==> src/rtl/dram_pkg.sv <==
// Shared definitions for the FASTRAM DRAM sequencer: state encoding and
// default timing parameters.
package dram_pkg;

    // About 15.5 us between refresh ticks at a 14.18 MHz CPU clock
    localparam int DEFAULT_REFRESH_INTERVAL = 220;

    // Owed refreshes allowed to pile up before refresh pre-empts accesses
    localparam int DEFAULT_MAX_PENDING = 4;

    typedef enum logic [3:0] {
        IDLE,
        ROW,
        COL,
        STROBE,
        PRE,
        CBR_CAS,
        CBR_RAS1,
        CBR_RAS2,
        CBR_PRE
    } dram_state_e;

endpackage

==> src/rtl/dram_sequencer_refresh_timer.sv <==
// Refresh interval timer plus the count of refreshes owed to the DRAM.
// A sticky overrun flag records any tick that could not be counted.
module refresh_timer
    import dram_pkg::*;
#(
    parameter int REFRESH_INTERVAL = DEFAULT_REFRESH_INTERVAL,
    parameter int MAX_PENDING      = DEFAULT_MAX_PENDING
)
(
    input  logic       clk,
    input  logic       reset,
    input  logic       refresh_done,
    output logic [2:0] pend,
    output logic       refresh_overrun
);

    localparam int               CNT_W  = ($clog2(REFRESH_INTERVAL) > 0) ? $clog2(REFRESH_INTERVAL) : 1;
    localparam logic [CNT_W-1:0] RELOAD = CNT_W'(REFRESH_INTERVAL - 1);
    localparam logic [2:0]       MAX_P  = 3'(MAX_PENDING);

    logic [CNT_W-1:0] count_q, count_d;
    logic [2:0]       pend_q, pend_d;
    logic             overrun_q, overrun_d;
    logic             tick;

    // Count down to zero, reload, and keep the owed count in step with ticks and completed refreshes
    always_comb begin
        tick      = (count_q == '0);
        count_d   = tick ? RELOAD : count_q - CNT_W'(1);
        pend_d    = pend_q;
        overrun_d = overrun_q;
        if (tick && !refresh_done) begin
            if (pend_q == MAX_P) begin
                overrun_d = 1'b1;
            end else begin
                pend_d = pend_q + 3'd1;
            end
        end else if (refresh_done && !tick) begin
            if (pend_q != 3'd0) begin
                pend_d = pend_q - 3'd1;
            end
        end
    end

    // Timer, owed count and overrun flag registers
    always_ff @(posedge clk) begin
        if (reset) begin
            count_q   <= RELOAD;
            pend_q    <= 3'd0;
            overrun_q <= 1'b0;
        end else begin
            count_q   <= count_d;
            pend_q    <= pend_d;
            overrun_q <= overrun_d;
        end
    end

    assign pend            = pend_q;
    assign refresh_overrun = overrun_q;

endmodule

==> src/rtl/dram_sequencer.sv <==
// FASTRAM DRAM sequencer: arbitrates CPU accesses against CAS-before-RAS
// refresh and drives the RAS/CAS/mux/OE strobes from the current state.
module dram_sequencer
    import dram_pkg::*;
#(
    parameter int REFRESH_INTERVAL = DEFAULT_REFRESH_INTERVAL,
    parameter int MAX_PENDING      = DEFAULT_MAX_PENDING
)
(
    input  logic       CLKCPU,
    input  logic       RESET,
    input  logic       REQ,
    input  logic       RW,
    input  logic       BANK,
    input  logic [3:0] BYTE_EN,
    output logic       ACK,
    output logic [1:0] RAS_N,
    output logic [3:0] CAS_N,
    output logic       RAM_MUX,
    output logic       RAMOE_N,
    output logic       BUSY,
    output logic       REFRESH_OVERRUN
);

    localparam logic [2:0] MAX_P = 3'(MAX_PENDING);

    dram_state_e state_q, state_d;
    logic        rw_q, rw_d;
    logic        bank_q, bank_d;
    logic [3:0]  byte_en_q, byte_en_d;
    logic [2:0]  pend;
    logic        refresh_done;
    logic [1:0]  row_ras_n;

    refresh_timer #(
        .REFRESH_INTERVAL(REFRESH_INTERVAL),
        .MAX_PENDING     (MAX_PENDING)
    ) u_refresh (
        .clk            (CLKCPU),
        .reset          (RESET),
        .refresh_done   (refresh_done),
        .pend           (pend),
        .refresh_overrun(REFRESH_OVERRUN)
    );

    // Next-state arbitration and strobe decode; strobes idle unless a state drives them
    always_comb begin
        state_d      = state_q;
        rw_d         = rw_q;
        bank_d       = bank_q;
        byte_en_d    = byte_en_q;
        refresh_done = 1'b0;
        ACK          = 1'b0;
        RAS_N        = 2'b11;
        CAS_N        = 4'b1111;
        RAM_MUX      = 1'b1;
        RAMOE_N      = 1'b1;
        BUSY         = (state_q != IDLE);
        row_ras_n    = bank_q ? 2'b01 : 2'b10;

        case (state_q)
            IDLE: begin
                if (pend == MAX_P) begin
                    state_d = CBR_CAS;
                end else if (REQ) begin
                    rw_d      = RW;
                    bank_d    = BANK;
                    byte_en_d = BYTE_EN;
                    state_d   = ROW;
                end else if (pend != 3'd0) begin
                    state_d = CBR_CAS;
                end
            end
            ROW: begin
                RAS_N   = row_ras_n;
                RAMOE_N = ~rw_q;
                state_d = COL;
            end
            COL: begin
                RAS_N   = row_ras_n;
                RAMOE_N = ~rw_q;
                RAM_MUX = 1'b0;
                state_d = STROBE;
            end
            STROBE: begin
                RAS_N   = row_ras_n;
                RAMOE_N = ~rw_q;
                RAM_MUX = 1'b0;
                CAS_N   = ~byte_en_q;
                ACK     = 1'b1;
                state_d = PRE;
            end
            PRE: begin
                if (!REQ) begin
                    state_d = IDLE;
                end
            end
            CBR_CAS: begin
                CAS_N   = 4'b0000;
                state_d = CBR_RAS1;
            end
            CBR_RAS1: begin
                CAS_N   = 4'b0000;
                RAS_N   = 2'b00;
                state_d = CBR_RAS2;
            end
            CBR_RAS2: begin
                CAS_N   = 4'b0000;
                RAS_N   = 2'b00;
                state_d = CBR_PRE;
            end
            CBR_PRE: begin
                refresh_done = 1'b1;
                state_d      = IDLE;
            end
            default: begin
                state_d = IDLE;
            end
        endcase
    end

    // State and latched access attributes
    always_ff @(posedge CLKCPU) begin
        if (RESET) begin
            state_q   <= IDLE;
            rw_q      <= 1'b0;
            bank_q    <= 1'b0;
            byte_en_q <= 4'b0000;
        end else begin
            state_q   <= state_d;
            rw_q      <= rw_d;
            bank_q    <= bank_d;
            byte_en_q <= byte_en_d;
        end
    end

endmodule
==> config.mk <==
export PLATFORM = sky130hd
export DESIGN_NAME = dram_sequencer
export DESIGN_NICKNAME = d
export VERILOG_FILES = /design/src/rtl/dram_pkg.sv /design/src/rtl/dram_sequencer_refresh_timer.sv /design/src/rtl/dram_sequencer.sv
export SDC_FILE = /design/constraint.sdc
export NUM_CORES = 1
export LEC_CHECK = 0
export ABC_CLOCK_PERIOD_IN_PS = 2950
export CORE_ASPECT_RATIO = 1.25
export CORE_MARGIN = 3
export CORE_UTILIZATION = 40
export CTS_BUF_LIST = sky130_fd_sc_hd__clkbuf_4
export DETAILED_ROUTE_END_ITERATION = 6
export HOLD_SLACK_MARGIN = 0.03
export PLACE_DENSITY_LB_ADDON = 0.05
export SLEW_MARGIN = 40
export SYNTH_ARGS = -nofsm -noshare
export SYNTH_HDL_FRONTEND = slang
export SYNTH_HIERARCHICAL = 1
export SYNTH_SLANG_ARGS = --single-unit
==> constraint.sdc <==
create_clock -name CLKCPU -period 2.95 [get_ports CLKCPU]
set_input_delay 0.295 -clock CLKCPU [delete_from_list [all_inputs] [get_ports CLKCPU]]
set_output_delay 0.295 -clock CLKCPU [all_outputs]
set_load 0.05 [all_outputs]
==> key figures, run 1 <==
Routing
  – Routed vias: 984
  – DRT Pass-1 Iters: 4
  – Drt drc: 0
  – Wire per inst: about 12 um
  – ANT nets after route: 0
  – Final WL: ~2300 um
  – DR vias/cell: between 5 and 6
  – DR iter-0 viols: 26

Global routing
  – Grt ovf: 0
  – Largest net degree at the start of global routing: 22
  – Vias in the first global route: around 950
  – First-pass GRT wire length: about 4000 um
  – Initial antenna violation count: 0
  – GRT Overall Usage: between 10% and 20%

Layout
  – Layout cells sized above 1: approximately 8%
  – Diodes inserted: 0
  – Nets: approximately 180
  – Syn-to-layout area delta: 21.8%
  – Post-route cell area: 1460 um^2

Clock tree
  – Number of clock sinks: 22
  – Resize count post-CTS: 0
  – CTS Buf Count: 3
  – Clk_lat worst skew: a little over 300 ps
  – Clock slew at reported path FFs: 130 ps
  – Max Buffers Root-to-Sink: 2
  – Htree depth: 1
  – Post-CTS Hold Buffers: 0
  – Root Buffer: clkbuf_4
  – CTS tree: built
  – Post-CTS setup buffer count: 0

Logic synthesis
  – Yosys top cell area share: between 30 and 40%
  – Synthesized cell area: approximately 1200 um^2
  – Xor and xnor area share after synthesis: under 10%
  – Compound-Gate Fraction of Synth Area: a little over an eighth
  – Post-Synth Simple-Gate Area: just over 30%
  – Cell taking the most area after synthesis: dfxtp_1
  – Yosys cell types: between 40 and 50
  – Post-Syn Instances: ~140
  – Seq cells post-synth: 22
  – Synth async-reset ratio: 0%
  – Post-Syn Nets: approximately 160
  – Multiplexer share of the synthesized area: 5.95%
  – Largest family of logic cells by synthesized area: simple AND/OR/NAND/NOR gates
  – EDFF count, synth: 0
  – Register area share after synthesis: 36.7%
  – Yosys warnings: 6
  – Synth Area in Adders: around 4.8%
  – Avg Cell Area, Syn: roughly 8.4 um^2
  – Dominant cells by area after synthesis: dfxtp_1, nand2_1, nor2_1
  – Most used DFF post-synth: dfxtp_1

Critical path
  – Worst-path fanout max: 4
  – Crit. End Element: flip-flop
  – RR Endpoint: u_refresh/pend[2]
  – Critical Path AT: approximately 2800 ps
  – RR Startpoint: u_refresh/count_q[0]
  – Worst setup SP type: flip-flop
  – CP Class: flip-flop to flip-flop
  – FF-to-FF path depth: 10
  – Register-to-Register Setup Slack: ~350 ps
  – WP data required: approximately 3200 ps

Timing
  – Fin crit period: 2600 ps
  – Final hold violations: 0
  – Number of endpoints failing setup at the final stage: 0
  – Worst Slack Setup Final: around 350 ps
  – Unrepaired setup endpoints after global routing: false
  – Worst Skew: 10.3 ps
  – Worst-Margin Slew: between 700 and 800 ps
  – Max Clk Rate: between 0.3 and 0.4 GHz
  – Period utilisation layout: around 90%
  – Max Transition Viols Final: 0
  – Slew margin rel.: 52.0%
  – WHS: between 400 and 500 ps
  – Setup TNS: 0 ps

Power
  – PD cells: about 650 nW/um^2
  – Leakage: 0.608 nW
  – VDD IR max: 0.416 mV

Hold path
  – Worst hold start: u_refresh/count_q[0]
  – Hold Crit Class: flip-flop to flip-flop
  – Worst Hold End: u_refresh/count_q[0]
  – Hold Crit Depth: 1

Floorplan
  – Placeable Area: 2760 um^2
  – Total Die Area: around 3700 um^2
  – Die W: about 55 um
  – Top Ports: 20
  – Die H: 67.2 um
  – Initial Util: between 40% and 50%
  – Cell Rows: 21

Placement
  – Worst slack, placed: 367 ps
  – Placer's final routability congestion estimate: 0.767
  – Placed inst area: ~1400 um^2
  – Post-DP HPWL: approximately 1700 um
  – IO buf count: 19

Status
  – Outcome: finished clean

Job
  – Max-Cap Viols: 0
## worst max-delay path: stages (launching register included)
cell,delay (ps)
dfxtp_1,350
inv_1,80
ha_1,160
nor3b_1,360
and2_1,210
ha_1,240
inv_1,80
fa_1,370
xor2_1,180
a211oi_2,150
mux2_1,330
## kinds of logic (layout without fill, tap and decap cells)
logic type               after synthesis  in the layout
adder cells (fa/ha/maj)                4              4
multiplexers                           7              7
buffers and inverters                 12             30
AO/OA/AOI/OAI                         24             24
flip-flops                            22             22
AND/OR/NAND/NOR                       68             68
XOR/XNOR                               6              6
## through the flow
| step | cells | power [mW] | utilization (%) |
|---|---|---|---|
| 5_1_grt | 195 | 1.00 | 52.9 |
| 2_1_floorplan | 143 | 0.620 | - |
| 6_report | 195 | 0.943 | 52.9 |
| 3_5_place_dp | 191 | 0.718 | 51.0 |
| 3_3_place_gp | 191 | 0.715 | 51.0 |
| 4_1_cts | 195 | 0.953 | 52.9 |
## worst max-delay path by stage
| stage | start | endpoint | slack, ps | cells past startpoint |
|---|---|---|---|---|
| floorplan | u_refresh/count_q[0] | u_refresh/pend[2] | 540 | 10 |
| global placement | u_refresh/count_q[0] | u_refresh/pend[2] | 440 | 10 |
| detailed placement | u_refresh/count_q[0] | u_refresh/pend[2] | 370 | 10 |
| CTS | u_refresh/count_q[0] | u_refresh/pend[2] | 340 | 10 |
| global route | u_refresh/count_q[0] | u_refresh/pend[2] | 110 | 10 |
| finish | u_refresh/count_q[0] | u_refresh/pend[2] | 350 | 10 |
## cell usage in the layout, fill, tap and decap left out, types with 4 or more instances in the layout
cell type / count
mux2i_1: 6
a21oi_1: 7
nor2b_1: 4
dfxtp_1: 22
xnor2_1: 5
nand2_1: 21
clkdlybuf4s50_1: 19
o21ai_0: 6
nor2_1: 17
inv_1: 6
## cells in the mapped netlist (2+ instances only)
master     n
xnor2_1    5
nor2_4     2
nor4_1     2
a21o_1     3
dfxtp_1   22
nor2b_1    4
nand2_1   21
and3_1     3
inv_1      6
nor3b_1    2
and2_1     3
mux2i_1    6
ha_1       3
a21oi_1    7
nor2_1    17
o21ai_0    6
buf_2      3
nand2b_1   3
nor3_1     3
## report_power, final
group          internal (mW)  switching (mW)
combinational          0.133           0.217
sequential             0.323          0.0366
clock                  0.137          0.0956
## layout make-up
type | instances | area, um^2
Sequential cell | 22 | 440
Fill cell | 280 | 1300
Clock buffer | 3 | 22.5
Clock inverter | 1 | 30.0
Tap cell | 34 | 42.5
Timing Repair Buffer | 20 | 198
Multi-Input combinational cell | 109 | 704
Inverter | 6 | 22.5
## flip-flops by register name, indices dropped and copies added, names as in the netlist
signal                     cells
byte_en_q                      4
rw_q                           1
u_refresh/refresh_overrun      1
u_refresh/count_q              8
u_refresh/pend                 3
state_q                        4
bank_q                         1
## metal layers
layer	share of wire, %	global-route usage, %	up-vias
li1	-	-	519
met1	49	18.0	440
met4	0.62	6.38	0
met5	0	0	-
met3	5.1	2.65	2
met2	45	23.8	23
Power figures use the tool's default switching activity.
==> run 2, diff against run 1 <==
--- a/config.mk
+++ b/config.mk
@@ -13,7 +13,7 @@
 export DETAILED_ROUTE_END_ITERATION = 6
 export HOLD_SLACK_MARGIN = 0.03
 export PLACE_DENSITY_LB_ADDON = 0.05
-export SLEW_MARGIN = 40
+export SLEW_MARGIN = 20
 export SYNTH_ARGS = -nofsm -noshare
 export SYNTH_HDL_FRONTEND = slang
 export SYNTH_HIERARCHICAL = 1
==> results of run 2 <==
Final layout, timing and power as in run 1 (identical DEF).
